===== src/rtl/spi_shift_engine.sv =====
// spi_shift_engine: single-word SPI master that pops a TX FIFO, shifts 32 bits in any
// CPOL/CPHA mode with a programmable SCLK divider, and pushes the received word to an RX FIFO.
module spi_shift_engine (
  input  logic        Clock,
  input  logic        Reset,
  input  logic        Enable,
  input  logic [7:0]  ClkDiv,
  input  logic        CPOL,
  input  logic        CPHA,
  input  logic        TxEmpty,
  output logic        TxRead,
  input  logic [31:0] TxData,
  input  logic        RxFull,
  output logic        RxWrite,
  output logic [31:0] RxData,
  output logic        SCLK,
  output logic        MOSI,
  output logic        CS_n,
  input  logic        MISO,
  output logic        Busy,
  output logic        RxOverrun,
  input  logic        ClearOvr
);
  typedef enum logic [2:0] {IDLE, FETCH, LOAD, SHIFT, HOLD, STORE, GAP} state_t;
  state_t state, nxt;
  logic [7:0] hp, div_l;
  logic [6:0] edges;
  logic [32:0] tx;
  logic [31:0] rx;
  logic cpol_l, cpha_l, sclk, cs_n, ovr, tc, edge_now, lead;
  assign tc = hp == div_l;
  assign edge_now = state == SHIFT && tc;
  assign lead = ~edges[0];
  assign SCLK = sclk;
  assign CS_n = cs_n;
  assign RxData = rx;
  assign RxOverrun = ovr;
  always_ff @(posedge Clock or posedge Reset)
    if (Reset) state <= IDLE;
    else state <= nxt;
  always_comb begin
    nxt = state;
    case (state)
      IDLE:    nxt = Enable && !TxEmpty ? FETCH : IDLE;
      FETCH:   nxt = LOAD;
      LOAD:    nxt = SHIFT;
      SHIFT:   nxt = edge_now && edges == 7'd63 ? HOLD : SHIFT;
      HOLD:    nxt = tc ? STORE : HOLD;
      STORE:   nxt = GAP;
      GAP:     nxt = tc ? IDLE : GAP;
      default: nxt = IDLE;
    endcase
  end
  always_comb begin
    TxRead = state == FETCH;
    RxWrite = state == STORE && !RxFull;
    Busy = state != IDLE;
    MOSI = (state == SHIFT || state == HOLD || state == STORE) && tx[32];
  end
  // tx is one bit wider so CPHA=1 can present bit 31 on its first leading-edge shift
  always_ff @(posedge Clock or posedge Reset)
    if (Reset) begin
      hp <= '0;
      div_l <= '0;
      edges <= '0;
      tx <= '0;
      rx <= '0;
      cpol_l <= 1'b0;
      cpha_l <= 1'b0;
      sclk <= 1'b0;
      cs_n <= 1'b1;
      ovr <= 1'b0;
    end else begin
      hp <= (tc || !(state inside {SHIFT, HOLD, GAP})) ? '0 : hp + 8'd1;
      cs_n <= !(nxt inside {LOAD, SHIFT, HOLD, STORE});
      ovr <= (state == STORE && RxFull) || (ovr && !ClearOvr);
      sclk <= (state == FETCH || state == LOAD) ? CPOL : edge_now ? ~sclk : state == SHIFT ? sclk : cpol_l;
      if (state == LOAD) begin
        div_l <= ClkDiv;
        cpol_l <= CPOL;
        cpha_l <= CPHA;
        edges <= '0;
        tx <= CPHA ? {1'b0, TxData} : {TxData, 1'b0};
      end else if (edge_now) begin
        edges <= edges + 7'd1;
        if (lead != cpha_l) rx <= {rx[30:0], MISO};
        else tx <= {tx[31:0], 1'b0};
      end
    end
endmodule


===== config.mk =====
export PLATFORM = sky130hd
export DESIGN_NAME = spi_shift_engine
export DESIGN_NICKNAME = d
export VERILOG_FILES = /design/src/rtl/spi_shift_engine.sv
export SDC_FILE = /design/constraint.sdc
export NUM_CORES = 1
export LEC_CHECK = 0
export ABC_AREA = 1
export ABC_CLOCK_PERIOD_IN_PS = 8900
export CAP_MARGIN = 0
export CORE_ASPECT_RATIO = 1.1
export CORE_MARGIN = 2
export CORE_UTILIZATION = 59
export CTS_BUF_LIST = sky130_fd_sc_hd__clkbuf_4
export CTS_CLUSTER_DIAMETER = 100
export DETAILED_ROUTE_END_ITERATION = 7
export PLACE_DENSITY = 0.88
export SYNTH_ARGS = -nofsm -noshare
export SYNTH_HDL_FRONTEND = slang
export SYNTH_SLANG_ARGS = --single-unit

===== constraint.sdc =====
create_clock -name Clock -period 8.9 [get_ports Clock]
set_input_delay 1.78 -clock Clock [delete_from_list [all_inputs] [get_ports Clock]]
set_output_delay 1.78 -clock Clock [all_outputs]
set_load 0.02 [all_outputs]

==> flow_summary.toml <==
[finish]
stdcell_count = 871
drive_gt1_frac = 0.0487
nets = 805
fillers = 686
design_area_mm2 = 0.00600
fin_util = 0.722
synthToLayoutAreaGrowth_pct = 19.9

[die]
core_area_mm2 = 0.00832
boundaryPins = 88
die_area_mm2 = 0.00924
initial_core_util = 0.602
die_x_um = 91.8
rows = 35
fp.dieH_um = 101

[worst_setup_path]
cp.buffers_inverters = 2
crit_type = "in -> out"
path_max_fanout = 2
cp-start-kind = "input pin"
max_stage_delay_ns = 0.60
arrival_ns = 2.91
worst_setup_path_end_kind = "output pin"
ff2ff_setup_slack_ns = 6.02
reg2reg_from = "state[2]"
reg2reg_depth = 7
cpMostUsedCell = "clkdlybuf4s50_1"
worstReg2RegEnd = "tx[32]"
crit_family = "buffers and inverters"
worstPathCellList = "clkdlybuf4s50_1 > nor2_1 > clkdlybuf4s50_1"
cp.required_ns = 7.12
cp_slowest_cell = "clkdlybuf4s50_1"

[drt]
totalWireLength_um = 10400
drc = 0
vias = 4414
viasPerCell = 5.07
ant_nets = 0
drt_iter0_markers = 384
drtPass1Iterations = 5
wl_per_cell_um = 12.0

[global_routing]
grt_pass1_wl_um = 18000
use_met3 = 0.0366
grt_pass1_vias = 4130
track_usage = 0.240
grt_overflow = 0
gr-usage-met1 = 0.304
grt_use_met2 = 0.421
grt_start_max_net_pins = 81
grt_busiest_layer = "met2"
antenna_found_initial = 1

[worst_hold_path]
whs_endpoint = "tx[15]"
hp-class = "reg -> reg"
hold_depth = 2
min_from = "tx[15]"

[cts]
ctsLongestPathBuffers = 2
postCtsSetupBuffers = 0
tritoncts = "done"
root_buffer = "clkbuf_4"
cts-buffers-inserted = 9
cts_resized = 0
cts_hold_repair.buffers = 0
htreeDepth = 3
cts.clk_slew.worst_paths_ns = 0.16
cts.sinks = 96
insertion_delay_ns = 0.46

[logic_synthesis]
netlist_top_cells_area = "dfrtp_1 47%, nand2_1 21%, inv_1 4.9%"
synthArstFlopShare = 1.00
netlist_instances = 685
yosysSeqAreaShare = 0.480
yosys-top-cells-count = "278 x nand2_1, 95 x dfrtp_1, 65 x inv_1, 46 x o21ai_0, 45 x nand3_1"
syn_nets = 736
netlist_area_mm2 = 0.00501
synth_most_common_cell = "nand2_1"
synth_edf_count = 0
yosysWarnings = 0
avgSynthCellArea_um2 = 7.31
synth_flop_cell = "dfrtp_1"
synth-seq-cells = 96
synth.distinct_cells = 28
yosysTopAreaCell = "dfrtp_1"
synth_top_area_share = 0.475

[sta]
rsz0062_at_grt = "no"
fmax_mhz = 213
worst_pin_slew_ns = 1.14
max_slew_margin = 0.235
min_period_over_period = 0.527
setup_tns_ns = 0
slew_violations = 0
setup_viol = 0
final_hold_viol_count = 0
fin_skew_ns = 0.0298
fin_crit_ns = 4.69

[placed_design]
hpwl_um = 7100
dp_cells = 854
dpl-instance-area_mm2 = 0.00586
io_buffers = 87
place_congestion = 0.921

[power_and_ir_drop]
peakVddDrop_mv = 0.148
leakage_nw = 3.07
pwr_density_cell_mw_per_mm2 = 215
total_power_mw = 1.29

[job]
drv_cap = 0

[run_status]
outcome = "finished, final reports clean"
-- state kept, by name (all words and copies together), names as in the netlist --
name,flops
state,3
edges,7
RxData,32
tx,33
RxOverrun,1
cpol_l,1
SCLK,1
CS_n,1
div_l,8
cpha_l,1
hp,8
-- cell families (layout without fill, tap and decap cells) --
family,after synthesis,in the layout,share of synthesized area
fa+ha+maj,2,2,0.00500
other cells,0,1,0
buf+inv,104,178,0.0907
compound gates,92,92,0.0972
xor+xnor,5,5,0.00875
simple gates,386,386,0.318
flops,96,96,0.480
-- stage by stage --
step	worst slack [ns]	hold WS (ns)
floorplan	4.62	0.437
global placement	4.22	0.450
detailed placement	4.21	0.458
CTS	4.20	0.494
global route	4.17	0.513
finish	4.21	0.492
-- worst min-delay path, cell delays in order (launching register included) --
cell and delay (ns):
dfrtp_1 0.38, nand2_1 0.05, nand2_1 0.05
-- layout by cell type, fill, tap and decap left out, types with 4 or more instances in the layout --
cell type,Yosys,routed
nor3_1,7,7
nand2_4,4,4
o21ai_0,46,46
inv_1,65,64
clkbuf_4,0,9
xor2_1,4,4
dfrtp_1,95,95
clkdlybuf4s50_1,0,87
o21ai_1,18,18
buf_4,4,4
inv_2,5,5
nor2_1,42,42
nand2_1,278,278
o31ai_1,4,4
nand3_1,45,45
a21oi_1,19,19
-- routing by layer --
metal | part of all wire | up-vias
met4 | 0.013 | 0
met3 | 0.042 | 9
met1 | 0.44 | 2031
met2 | 0.50 | 100
met5 | 0 | -
li1 | - | 2274
-- layout make-up --
class	instances	area, um^2	area share
multi-input combinational	485	2150	0.358
tap	111	139	0.0231
clock buffer	9	67.6	0.0113
timing repair buffer	91	901	0.150
clock inverter	7	73.8	0.0123
sequential	96	2400	0.400
inverter	71	268	0.0446
antenna	1	2.50	0.000417
-- worst max path at each step --
stage          startpoint         to  slack, ns  cells past startpoint
3_5_place_dp       RxFull    RxWrite       4.21                      3
2_1_floorplan       Reset  RxData[0]       4.62                      1
3_3_place_gp       RxFull    RxWrite       4.22                      3
4_1_cts            RxFull    RxWrite       4.20                      3
5_1_grt            RxFull    RxWrite       4.17                      3
6_report           RxFull    RxWrite       4.21                      3
-- power by group --
part	total, mW	internal [mW]	switching (mW)
Clock	0.232	0.0665	0.165
Sequential	0.629	0.551	0.0785
Combinational	0.428	0.185	0.243
Note: power is estimated with default switching activity, not from simulation.
